[src/rtl/hilo_muldiv.sv]
// hilo_muldiv: multi-cycle multiply/divide unit owning the HI and LO registers.
// Executes MULT, MULTU, DIV, DIVU (32 RUN cycles + 1 FIX cycle) and MTHI/MTLO
// (single-cycle writes). All outputs are registered.
//
// Ports:
//   clk       in   1   clock, all state changes on the rising edge
//   rst_n     in   1   synchronous active-low reset
//   start     in   1   issue strobe for a HI/LO-writing instruction
//   funct     in   6   R-type funct field selecting the operation
//   rs_data   in  32   multiplicand / dividend / MTHI-MTLO source
//   rt_data   in  32   multiplier / divisor
//   hi        out 32   HI register
//   lo        out 32   LO register
//   busy      out  1   high while a multiply or divide is in flight
//   done      out  1   one-cycle pulse when new HI/LO become visible
//   div_zero  out  1   one-cycle pulse with done when a divide had divisor 0

module hilo_muldiv (
  input  logic        clk,
  input  logic        rst_n,
  input  logic        start,
  input  logic [5:0]  funct,
  input  logic [31:0] rs_data,
  input  logic [31:0] rt_data,
  output logic [31:0] hi,
  output logic [31:0] lo,
  output logic        busy,
  output logic        done,
  output logic        div_zero
);

  localparam logic [5:0] FN_MTHI  = 6'h11;
  localparam logic [5:0] FN_MTLO  = 6'h13;
  localparam logic [5:0] FN_MULT  = 6'h18;
  localparam logic [5:0] FN_MULTU = 6'h19;
  localparam logic [5:0] FN_DIV   = 6'h1a;
  localparam logic [5:0] FN_DIVU  = 6'h1b;

  typedef enum logic [1:0] {
    S_IDLE = 2'd0,
    S_RUN  = 2'd1,
    S_FIX  = 2'd2
  } state_e;

  state_e      state_q;
  logic [4:0]  cnt_q;
  logic        is_div_q;
  logic        neg_res_q;   // negate product / quotient in FIX
  logic        neg_rem_q;   // negate remainder in FIX
  logic        dz_q;        // divide with divisor 0: suppress the commit
  logic [31:0] opb_q;       // multiplicand or divisor magnitude
  // Multiply: running product {upper accumulator, remaining multiplier bits}.
  // Divide:   {partial remainder, dividend bits shifting out / quotient in}.
  logic [63:0] work_q;
  logic [31:0] hi_q;
  logic [31:0] lo_q;
  logic        busy_q;
  logic        done_q;
  logic        div_zero_q;

  logic        is_muldiv_s;
  logic        is_signed_s;
  logic        is_div_op_s;
  logic [31:0] mag_a_s;
  logic [31:0] mag_b_s;
  logic [32:0] mul_add_s;
  logic [63:0] mul_d;
  logic [32:0] rem_sh_s;
  logic [32:0] rem_diff_s;
  logic [63:0] div_d;
  logic [63:0] prod_neg_s;
  logic [31:0] quo_fix_s;
  logic [31:0] rem_fix_s;

  // Decode, operand magnitudes and one iteration step of each algorithm.
  always_comb begin
    is_muldiv_s = (funct == FN_MULT) || (funct == FN_MULTU) ||
                  (funct == FN_DIV)  || (funct == FN_DIVU);
    is_signed_s = (funct == FN_MULT) || (funct == FN_DIV);
    is_div_op_s = (funct == FN_DIV)  || (funct == FN_DIVU);

    // 0x80000000 negates to itself, which is the correct unsigned magnitude.
    if (is_signed_s && rs_data[31]) begin
      mag_a_s = ~rs_data + 32'd1;
    end else begin
      mag_a_s = rs_data;
    end
    if (is_signed_s && rt_data[31]) begin
      mag_b_s = ~rt_data + 32'd1;
    end else begin
      mag_b_s = rt_data;
    end

    // Shift-add: add multiplicand into the upper half when the current
    // multiplier LSB is set, then shift the whole accumulator right.
    if (work_q[0]) begin
      mul_add_s = {1'b0, work_q[63:32]} + {1'b0, opb_q};
    end else begin
      mul_add_s = {1'b0, work_q[63:32]};
    end
    mul_d = {mul_add_s, work_q[31:1]};

    // Restoring division: bring in the next dividend bit, subtract if it fits.
    rem_sh_s   = {work_q[63:32], work_q[31]};
    rem_diff_s = rem_sh_s - {1'b0, opb_q};
    if (rem_sh_s >= {1'b0, opb_q}) begin
      div_d = {rem_diff_s[31:0], work_q[30:0], 1'b1};
    end else begin
      div_d = {rem_sh_s[31:0], work_q[30:0], 1'b0};
    end

    prod_neg_s = ~work_q + 64'd1;
    if (neg_res_q) begin
      quo_fix_s = ~work_q[31:0] + 32'd1;
    end else begin
      quo_fix_s = work_q[31:0];
    end
    if (neg_rem_q) begin
      rem_fix_s = ~work_q[63:32] + 32'd1;
    end else begin
      rem_fix_s = work_q[63:32];
    end
  end

  // Control FSM, iteration datapath and HI/LO registers.
  always_ff @(posedge clk) begin
    if (!rst_n) begin
      state_q    <= S_IDLE;
      cnt_q      <= 5'd0;
      is_div_q   <= 1'b0;
      neg_res_q  <= 1'b0;
      neg_rem_q  <= 1'b0;
      dz_q       <= 1'b0;
      opb_q      <= 32'd0;
      work_q     <= 64'd0;
      hi_q       <= 32'd0;
      lo_q       <= 32'd0;
      busy_q     <= 1'b0;
      done_q     <= 1'b0;
      div_zero_q <= 1'b0;
    end else begin
      done_q     <= 1'b0;
      div_zero_q <= 1'b0;
      case (state_q)
        S_IDLE: begin
          if (start && (funct == FN_MTHI)) begin
            hi_q <= rs_data;
          end else if (start && (funct == FN_MTLO)) begin
            lo_q <= rs_data;
          end else if (start && is_muldiv_s) begin
            is_div_q  <= is_div_op_s;
            neg_res_q <= is_signed_s && (rs_data[31] ^ rt_data[31]);
            neg_rem_q <= is_signed_s && rs_data[31];
            dz_q      <= is_div_op_s && (rt_data == 32'd0);
            cnt_q     <= 5'd0;
            busy_q    <= 1'b1;
            state_q   <= S_RUN;
            if (is_div_op_s) begin
              opb_q  <= mag_b_s;
              work_q <= {32'd0, mag_a_s};
            end else begin
              opb_q  <= mag_a_s;
              work_q <= {32'd0, mag_b_s};
            end
          end else begin
            state_q <= S_IDLE;
          end
        end
        S_RUN: begin
          work_q <= is_div_q ? div_d : mul_d;
          cnt_q  <= cnt_q + 5'd1;
          if (cnt_q == 5'd31) begin
            state_q <= S_FIX;
          end else begin
            state_q <= S_RUN;
          end
        end
        S_FIX: begin
          if (!is_div_q) begin
            {hi_q, lo_q} <= neg_res_q ? prod_neg_s : work_q;
          end else if (!dz_q) begin
            lo_q <= quo_fix_s;
            hi_q <= rem_fix_s;
          end else begin
            div_zero_q <= 1'b1;
          end
          done_q  <= 1'b1;
          busy_q  <= 1'b0;
          cnt_q   <= 5'd0;
          state_q <= S_IDLE;
        end
        default: begin
          state_q <= S_IDLE;
          busy_q  <= 1'b0;
          cnt_q   <= 5'd0;
        end
      endcase
    end
  end

  assign hi       = hi_q;
  assign lo       = lo_q;
  assign busy     = busy_q;
  assign done     = done_q;
  assign div_zero = div_zero_q;

endmodule

[config.mk]
export PLATFORM = sky130hd
export DESIGN_NAME = hilo_muldiv
export DESIGN_NICKNAME = d
export VERILOG_FILES = /design/src/rtl/hilo_muldiv.sv
export SDC_FILE = /design/constraint.sdc
export NUM_CORES = 1
export LEC_CHECK = 0
export BUFFER_PORTS_ARGS = -buffer_cell sky130_fd_sc_hd__buf_2
export CORE_MARGIN = 2
export CORE_UTILIZATION = 60
export DETAILED_ROUTE_END_ITERATION = 7
export PLACE_DENSITY = 0.76
export SLEW_MARGIN = 15
export SYNTH_ARGS = -nofsm -noshare
export SYNTH_HDL_FRONTEND = slang
export SYNTH_SLANG_ARGS = --single-unit
export TNS_END_PERCENT = 1
[constraint.sdc]
create_clock -name clk -period 4.4 [get_ports clk]
set_input_delay 1.32 -clock clk [delete_from_list [all_inputs] [get_ports clk]]
set_output_delay 1.32 -clock clk [all_outputs]
set_load 0.02 [all_outputs]
==> reports/qor.yml, run 1 <==
synthesis:
  synth_xor_area_share_pct: 9.69
  synth_edf_count: 0
  ys_seq_elements: 174
  synth_area_mm2: 0.0151
  synthAdderAreaFrac_pct: 6.07
  muxShareOfSynthArea_pct: 3.29
  ys_warn_count: 0
  ys_seq_area_share_pct: 23.1
  synth_area_per_cell_um2: 7.18
  synthArstFlopShare_pct: 0
  synth_top_cell_area_share_pct: 23.1
  syn-num-nets: 2248
  yosys.area_share.simple_pct: 23.5
  ys_types: 82
  synth-compound-area-share_pct: 29.0
  yosys.area.top_type: "dfxtp_1"
  synthTopCellsByArea: "dfxtp_1 (23%), a21oi_1 (7.2%), nand2_1 (6.4%)"
  synth_top_family_by_area: "compound AO/OA/AOI/OAI gates"
  postSynthCellCount: 2103
  synth_ff_type: "dfxtp_1"
final_layout:
  final_nets: 2330
  fillers: 2204
  final_layout_size_suffix_gt1_share_pct: 13.2
  stdcell_count: 2529
  synthToLayoutAreaGrowth_pct: 11.5
power:
  clkPwrFrac_pct: 40.8
  power_frac_comb_pct: 19.3
  pwr-share-seq_pct: 39.9
  internal-power_mw: 2.74
  power_density_mw_per_mm2: 244
  power_switching_mw: 1.37
  leakage_nw: 7.02
  ir_drop_mv: 0.211
  p_sw_share_pct: 33.3
placed_design:
  io_buffers: 139
  dp_slack_ns: 0.209
  numPlacedInstances: 2496
  place_congestion: 1.03
  dp.final_hpwl_mm: 44.7
drt:
  avgRoutedWirePerCell_um: 23.3
  post-route-drc-count: 0
  num_vias: 16997
  antenna_left: 0
  drt_first_iter_violations: 2052
  post_drt_via_cell_ratio: 6.72
  firstDrtPassIters: 6
  wl_mm: 58.8
global_routing:
  grt_overflow_total: 0
  grt_max_degree: 75
  grtUsageTotal_pct: 43.5
  antenna_found_initial: 0
  grt_pass1_wl_mm: 88.4
  first_global_vias: 15336
clocking:
  ctsHoldBuffers: 0
  insertion_delay_ns: 0.45
  cts_resized: 0
  clk_pin_slew_ns: 0.08
  cts_buffer_depth: 2
  cts_buffers: 17
  cts_root_buffer: "clkbuf_16"
  cts_tree: "built"
  cts_setup_buffers: 0
  h-tree-depth: 4
  cts_sinks: 174
die:
  die_height_um: 163
  design.die.area_mm2: 0.0264
  die_x_um: 163
  core-area_mm2: 0.0250
  io_pins: 140
  std_cell_rows: 58
  initial_utilization_pct: 60.5
setup_path:
  cp_data_arrival_time_ns: 4.31
  crit_type: "flop to flop"
  required_ns: 4.76
  critPathCaptureType: "flop"
  cp_max_fo: 10
  cp-start-kind: "flop"
timing:
  finalWorstSetupSlack_ns: 0.450
  finalHoldViolCount: 0
  final.setup_skew_ns: 0.0138
  period_share_pct: 89.8
  drv_slew: 0
  setup_tns_ns: 0
  worst_pin_slew_ns: 0.882
  relSlewSlack_pct: 41.0
  rsz0062_at_grt: "false"
  finalCriticalPeriod_ns: 3.95
  fmax_mhz: 253
  setup-violations-final: 0
outcome:
  status: "finished, final reports clean"
worst_hold_path:
  hold_class: "flop to flop"
job:
  max_cap_viol_count: 0
==> flip-flops by register name (all words and copies together) (netlist names), 2 cells and up <==
register  flops
work_q       64
hi           32
lo           32
opb_q        32
cnt_q         5
state_q       2
==> stage by stage <==
stage | total power [mW] | utilization, % | hold slack, ns | instance area (µm²)
floorplan | 2.13 | - | 0.432 | 15100
global placement | 2.42 | 64.9 | 0.433 | 16200
detailed placement | 2.43 | 64.9 | 0.443 | 16200
CTS | 4.06 | 67.4 | 0.462 | 16800
global route | 4.20 | 67.4 | 0.491 | 16800
finish | 4.11 | 67.4 | 0.462 | 16800
==> kinds of logic (layout without fill, tap and decap cells) <==
group	count (synthesis)	after routing
and+or+nand+nor	753	753
AOI/OAI and AO/OA	677	677
buffers and inverters	212	307
DFF	174	174
xor gates and xnor gates	167	167
adders and majority gates	72	72
muxes	48	48
other	0	1
==> placed cells by master (no fill, tap or decap), types with 8 or more instances in the layout <==
master / instances
a211oi_1: 55
a21boi_0: 10
a21o_1: 31
a21oi_1: 216
a22o_1: 8
a311oi_1: 23
a31oi_1: 23
and2_1: 14
and3_1: 14
buf_2: 139
buf_4: 69
clkbuf_16: 17
dfxtp_1: 173
ha_1: 70
inv_1: 64
mux2_2: 13
mux2i_1: 35
nand2_1: 256
nand2b_1: 12
nand3_1: 75
nand4_1: 14
nor2_1: 187
nor2b_1: 43
nor3_1: 54
nor4_1: 20
o211ai_1: 28
o21a_1: 12
o21ai_0: 129
o21bai_1: 9
o31ai_1: 41
o41ai_1: 15
or4_1: 17
xnor2_1: 81
xor2_1: 86
==> critical path, stage by stage, from the launching register on <==
cell and delay, ns:
dfxtp_1 0.65, ha_1 0.34, nor2b_1 0.14, o2111ai_1 0.28, a21oi_1 0.20, or3b_1 0.53, a311oi_1 0.60, o21bai_1 0.18
a221o_1 0.40, a221o_1 0.31, o31ai_1 0.22
==> area by class of cell <==
type | instances | area, µm² | area share (%)
flip-flops and latches | 174 | 3490 | 20.7
repair buffers | 209 | 1230 | 7.33
multi-input cells | 1717 | 10800 | 64.3
clock inverters | 14 | 188 | 1.12
diodes | 1 | 2.50 | 0.0149
clock buffers | 18 | 439 | 2.61
inverters | 66 | 248 | 1.47
well taps | 330 | 413 | 2.45
==> power groups by stage <==
stage | clock network [mW] | logic, mW | registers [mW]
after CTS | 1.67 | 0.761 | 1.64
final | 1.67 | 0.795 | 1.64
after global routing | 1.73 | 0.836 | 1.64
after global placement | 0 | 0.746 | 1.67
after detailed placement | 0 | 0.756 | 1.67
after floorplan | 0 | 0.478 | 1.65
==> cells in the mapped netlist (14+ instances only) <==
cell type,number
xor2_1,86
nor2_1,189
nand2_1,256
buf_1,16
xnor2_1,81
clkbuf_1,124
or4_1,17
a21oi_1,216
inv_1,64
nor3_1,54
o21ai_0,129
dfxtp_1,174
a31oi_1,23
nand4_1,14
a211oi_1,55
and3_1,15
nand3_1,76
and2_1,14
o211ai_1,28
o31ai_1,41
a311oi_1,23
a21o_1,31
ha_1,70
mux2i_1,35
nor2b_1,44
o41ai_1,15
nor4_1,20
==> final timing paths <==
path	cells after the start	from	endpoint	slack, ns
worst min register to register	2	hi[28]	hi[28]	0.46
worst max register to register	10	work_q[32]	work_q[59]	0.45
worst max-delay path	10	work_q[32]	work_q[59]	0.45
worst min-delay path	2	hi[28]	hi[28]	0.46
==> metal layers <==
metal | global-route usage (%) | share of wire (%) | vias up
met3 | 9.63 | 11 | 233
li1 | - | - | 7806
met1 | 56.5 | 39 | 7874
met4 | 28.0 | 7.6 | 0
met5 | 0 | 0 | -
met2 | 65.2 | 42 | 1084
(Power assumes the default switching activity.)
==> run 2, diff against run 1 <==
==> constraint.sdc (replaced) <==
create_clock -name clk -period 4.4 [get_ports clk]
set_input_delay 0.22 -clock clk [delete_from_list [all_inputs] [get_ports clk]]
set_output_delay 0.22 -clock clk [all_outputs]
set_load 0.02 [all_outputs]
==> reports/qor.yml, run 2 (synthesis results as in run 1) <==
outcome:
  status: "finished, final reports clean"  # unchanged
final_layout:
  n_antenna_cell: 0  # was 1
  fin_area_mm2: 0.0166  # was 0.0168 mm²
  final_layout_size_suffix_gt1_share_pct: 12.1  # was 13.2%
  fin_util_pct: 66.5  # was 67.4%
  fillers: 2268  # was 2204
  synthToLayoutAreaGrowth_pct: 9.99  # was 11.5%
  final_common_cell: "nand2_1"  # unchanged
  multi_input_area_mm2: 0.0108  # unchanged
  regMostFlops: "work_q"  # unchanged
  stdcell_count: 2501  # was 2529
  largest_reg_flops: 64  # unchanged
  register_area_mm2: 0.00349  # unchanged
  mostFrequentLayoutCells: "nand2_1 (256), a21oi_1 (216), nor2_1 (187)"  # unchanged
  final_nets: 2303  # was 2330
setup_path:
  required_ns: 4.77  # was 4.76 ns
  crit_type: "flop to flop"  # unchanged
  cp_max_fo: 10  # unchanged
  critPathCaptureType: "flop"  # unchanged
  cp-startpoint: "work_q[32]"  # unchanged
  regToRegSetupSlack_ns: 0.67  # was 0.45 ns
  cp-start-kind: "flop"  # unchanged
  r2r_start: "work_q[32]"  # unchanged
  cp_data_arrival_time_ns: 4.10  # was 4.31 ns
global_routing:
  grt_overflow_total: 0  # unchanged
  grtUsageTotal_pct: 45.0  # was 43.5%
  grt_pass1_wl_mm: 91.1  # was 88.4 mm
  antenna_found_initial: 1  # was 0
  grt_max_degree: 68  # was 75
  first_global_vias: 15761  # was 15336
drt:
  firstDrtPassIters: 6  # unchanged
  avgRoutedWirePerCell_um: 24.3  # was 23.3 µm
  post-route-drc-count: 0  # unchanged
  num_vias: 17247  # was 16997
  antenna_left: 0  # unchanged
  post_drt_via_cell_ratio: 6.90  # was 6.72
  drt_first_iter_violations: 2393  # was 2052
  wl_mm: 60.8  # was 58.8 mm
clocking:
  cts_resized: 0  # unchanged
  cts_tree: "built"  # unchanged
  insertion_delay_ns: 0.45  # about the same
  cts_buffers: 17  # unchanged
  cts_root_buffer: "clkbuf_16"  # unchanged
  cts_setup_buffers: 0  # unchanged
  clk_pin_slew_ns: 0.08  # about the same
  h-tree-depth: 4  # unchanged
  ctsHoldBuffers: 0  # unchanged
  cts_sinks: 174  # unchanged
  cts_buffer_depth: 2  # unchanged
timing:
  final.setup_skew_ns: 0.0158  # was 0.0138 ns
  drv_slew: 0  # unchanged
  period_share_pct: 84.7  # was 89.8%
  rsz0062_at_grt: "false"  # unchanged
  finalCriticalPeriod_ns: 3.73  # was 3.95 ns
  worst_pin_slew_ns: 1.10  # was 0.882 ns
  fmax_mhz: 268  # was 253 MHz
  setup_tns_ns: 0  # unchanged
  relSlewSlack_pct: 26.8  # was 41.0%
  setup-violations-final: 0  # unchanged
  finalHoldViolCount: 0  # unchanged
die:
  io_pins: 140  # unchanged
  design.die.area_mm2: 0.0264  # unchanged
  initial_utilization_pct: 60.5  # unchanged
  die_height_um: 163  # unchanged
  die_x_um: 163  # unchanged
  std_cell_rows: 58  # unchanged
  core-area_mm2: 0.0250  # unchanged
worst_hold_path:
  min_from: "rs_data[30]"  # was hi[28]
  hold_class: "primary input to flop"  # was flop to flop
placed_design:
  numPlacedInstances: 2469  # was 2496
  place_congestion: 1.11  # was 1.03
  io_buffers: 139  # unchanged
  dp.final_hpwl_mm: 45.3  # was 44.7 mm
  placed_area_mm2: 0.0160  # was 0.0162 mm²
job:
  max_cap_viol_count: 0  # unchanged
power:
  leakage_nw: 6.86  # was 7.02 nW
  power_density_mw_per_mm2: 246  # was 244 mW/mm²
  ir_drop_mv: 0.207  # was 0.211 mV
-- run 2: worst max-delay path, cell delays in order, from the launching register on --
cell	delay (ns)
dfxtp_1	0.61
ha_1	0.33
nor2b_1	0.15
o2111ai_1	0.24
a21oi_1	0.14
or3b_1	0.52
a311oi_1	0.57
o21bai_1	0.16
a221o_1	0.39
a221o_1	0.30
o31ai_1	0.21
-- run 2: path summary, 6_finish.rpt --
path / end / depth (start not counted)
max reg2reg: work_q[59] / 10
min: hi[30] / 3
min reg2reg: dz_q / 2
max: work_q[59] / 10
-- run 2: area by class of cell --
type	instances	area share, %
clock buffer	17	2.56
clock inverter	15	1.16
inverter	66	1.49
multi-input combinational	1717	65.2
sequential	174	21.0
tap	330	2.49
timing repair buffer	182	6.13
-- run 2: metrics by stage --
stage | hold slack [ns] | total power [mW] | setup slack [ns]
after floorplan | 0.366 | 2.13 | 1.09
after global placement | 0.445 | 2.43 | 0.812
after detailed placement | 0.454 | 2.43 | 0.732
after CTS | 0.102 | 4.02 | 0.738
after global routing | 0.123 | 4.17 | 0.467
final | 0.104 | 4.08 | 0.673
-- run 2: per-layer routing --
metal / GRT usage (%) / vias up / wire (µm)
li1: - / 7746 / -
met1: 56.0 / 8007 / 22800
met2: 70.8 / 1224 / 26600
met3: 9.60 / 270 / 6680
met4: 29.4 / 0 / 4760
met5: 0 / - / 0
-- run 2: power breakdown --
part           internal [mW]  switching [mW]  leakage (nW)
Combinational          0.256           0.552          5.15
Sequential              1.59          0.0381          1.41
Clock                  0.824           0.813         0.301
==> run 3, diff against run 2 <==
--- a/config.mk
+++ b/config.mk
@@ -7,9 +7,9 @@
 export LEC_CHECK = 0
 export BUFFER_PORTS_ARGS = -buffer_cell sky130_fd_sc_hd__buf_2
 export CORE_MARGIN = 2
-export CORE_UTILIZATION = 60
+export CORE_UTILIZATION = 56
 export DETAILED_ROUTE_END_ITERATION = 7
-export PLACE_DENSITY = 0.76
+export PLACE_DENSITY = 0.75
 export SLEW_MARGIN = 15
 export SYNTH_ARGS = -nofsm -noshare
 export SYNTH_HDL_FRONTEND = slang
==> constraint.sdc (replaced) <==
create_clock -name clk -period 3.3 [get_ports clk]
set_input_delay 0.165 -clock clk [delete_from_list [all_inputs] [get_ports clk]]
set_output_delay 0.165 -clock clk [all_outputs]
set_load 0.02 [all_outputs]
==> reports/qor.yml, run 3 (synthesis results as in run 1) <==
drt:
  avgRoutedWirePerCell_um: 23.1  # was 24.3 µm
  antenna_left: 0  # unchanged
  post-route-drc-count: 0  # unchanged
  post_drt_via_cell_ratio: 6.65  # was 6.90
  drt_first_iter_violations: 2507  # was 2393
  firstDrtPassIters: 5  # was 6
  wl_mm: 60.1  # was 60.8 mm
  num_vias: 17297  # was 17247
die:
  die_height_um: 168  # was 163 µm
  die_x_um: 168  # was 163 µm
  design.die.area_mm2: 0.0283  # was 0.0264 mm²
  initial_utilization_pct: 56.5  # was 60.5%
  core-area_mm2: 0.0267  # was 0.0250 mm²
  io_pins: 140  # unchanged
  std_cell_rows: 60  # was 58
final_layout:
  final_layout_size_suffix_gt1_share_pct: 16.6  # was 12.1%
  fillers: 2439  # was 2268
  mostFrequentLayoutCells: "nand2_1 (256), a21oi_1 (214), nor2_1 (186)"  # was nand2_1 (256), a21oi_1 (216), nor2_1 (187)
  largest_reg_flops: 64  # unchanged
  final_nets: 2391  # was 2303
  n_antenna_cell: 0  # unchanged
  regMostFlops: "work_q"  # unchanged
  fin_area_mm2: 0.0174  # was 0.0166 mm²
  fin_util_pct: 65.1  # was 66.5%
  synthToLayoutAreaGrowth_pct: 15.2  # was 9.99%
  final_common_cell: "nand2_1"  # unchanged
  stdcell_count: 2600  # was 2501
placed_design:
  placed_area_mm2: 0.0167  # was 0.0160 mm²
  numPlacedInstances: 2568  # was 2469
  dp.final_hpwl_mm: 46.3  # was 45.3 mm
  io_buffers: 139  # unchanged
  dp_slack_ns: -0.108  # was 0.732 ns
  place_congestion: 1.03  # was 1.11
worst_hold_path:
  hold_class: "primary input to flop"  # unchanged
setup_path:
  reg2regPathDepth: 11  # was 10
  cp-start-kind: "flop"  # unchanged
  crit_type: "flop to flop"  # unchanged
  cp-startpoint: "work_q[51]"  # was work_q[32]
  cp_data_arrival_time_ns: 3.56  # was 4.10 ns
  required_ns: 3.66  # was 4.77 ns
  r2r_start: "work_q[51]"  # was work_q[32]
  critPathCaptureType: "flop"  # unchanged
  regToRegSetupSlack_ns: 0.11  # was 0.67 ns
  crit_end: "work_q[59]"  # unchanged
  cp_max_fo: 6  # was 10
  timing.rr.end: "work_q[59]"  # unchanged
clocking:
  insertion_delay_ns: 0.46  # was 0.45 ns
  clk_pin_slew_ns: 0.08  # about the same
  cts_sinks: 174  # unchanged
  h-tree-depth: 4  # unchanged
  cts_buffer_depth: 2  # unchanged
  ctsHoldBuffers: 0  # unchanged
  cts_root_buffer: "clkbuf_16"  # unchanged
  cts_tree: "built"  # unchanged
  cts_setup_buffers: 0  # unchanged
  cts_buffers: 17  # unchanged
timing:
  setup_tns_ns: 0  # unchanged
  fmax_mhz: 313  # was 268 MHz
  whs_ns: 0.0583  # was 0.104 ns
  setup-violations-final: 0  # unchanged
  final.setup_skew_ns: 0.0170  # was 0.0158 ns
  finalWorstSetupSlack_ns: 0.108  # was 0.673 ns
  drv_slew: 0  # unchanged
  relSlewSlack_pct: 35.0  # was 26.8%
  finalHoldViolCount: 0  # unchanged
  rsz0062_at_grt: "true"  # was false
  period_share_pct: 96.7  # was 84.7%
  finalCriticalPeriod_ns: 3.19  # was 3.73 ns
  worst_pin_slew_ns: 0.972  # was 1.10 ns
global_routing:
  antenna_found_initial: 1  # unchanged
  first_global_vias: 15776  # was 15761
  grt_max_degree: 62  # was 68
  grt_overflow_total: 0  # unchanged
  grt_pass1_wl_mm: 91.5  # was 91.1 mm
  grtUsageTotal_pct: 41.8  # was 45.0%
outcome:
  status: "finished, final reports clean"  # unchanged
power:
  power.total_mw: 5.42  # was 4.08 mW
  power_density_mw_per_mm2: 312  # was 246 mW/mm²
  ir_drop_mv: 0.349  # was 0.207 mV
  leakage_nw: 7.32  # was 6.86 nW
job:
  max_cap_viol_count: 0  # unchanged
## run 3: metal layers
metal | up-vias | global-route usage, % | share of wire [%]
met2 | 1083 | 64.3 | 43
met4 | 2 | 24.7 | 7.0
met5 | - | 0 | 0.013
li1 | 7928 | - | -
met3 | 203 | 7.03 | 10
met1 | 8081 | 55.4 | 39
## run 3: worst max-delay path, stage by stage (launching register included)
cell and delay, ns:
dfxtp_1 0.49, ha_1 0.36, a21o_1 0.23, a21oi_1 0.27
inv_1 0.08, o41ai_1 0.46, o31ai_1 0.11, buf_4 0.17
a21oi_1 0.24, xor2_1 0.12, a221o_1 0.36, o31ai_1 0.22
## run 3: report_power, final
group	internal, mW	switching, mW	total [mW]	leakage, nW
logic	0.419	0.763	1.18	5.64
registers	2.13	0.0399	2.17	1.41
clock network	1.01	1.07	2.07	0.278
## run 3: cell type report
type | instances | area [µm²] | share of cell area, %
clock buffer | 17 | 425 | 2.45
clock inverter | 15 | 148 | 0.849
inverter | 66 | 248 | 1.42
multi-input combinational | 1717 | 10900 | 62.9
sequential | 174 | 3490 | 20.1
tap | 341 | 427 | 2.45
timing repair buffer | 270 | 1720 | 9.87
## run 3: what timing repair did
action                     4_1_cts  5_1_grt
gates resized for setup          5       24
pin swaps                        1        1
setup endpoints to repair        4       14
gates cloned                     0        0
## run 3: how the worst min path moves through the flow
| stage | to | cells after the start | from |
|---|---|---|---|
| 4_1_cts | hi[30] | 3 | rs_data[30] |
| 6_report | hi[30] | 3 | rs_data[30] |
| 3_5_place_dp | hi[13] | 2 | hi[13] |
| 3_3_place_gp | hi[15] | 2 | hi[15] |
| 2_1_floorplan | hi[22] | 2 | rs_data[22] |
| 5_1_grt | hi[30] | 3 | rs_data[30] |
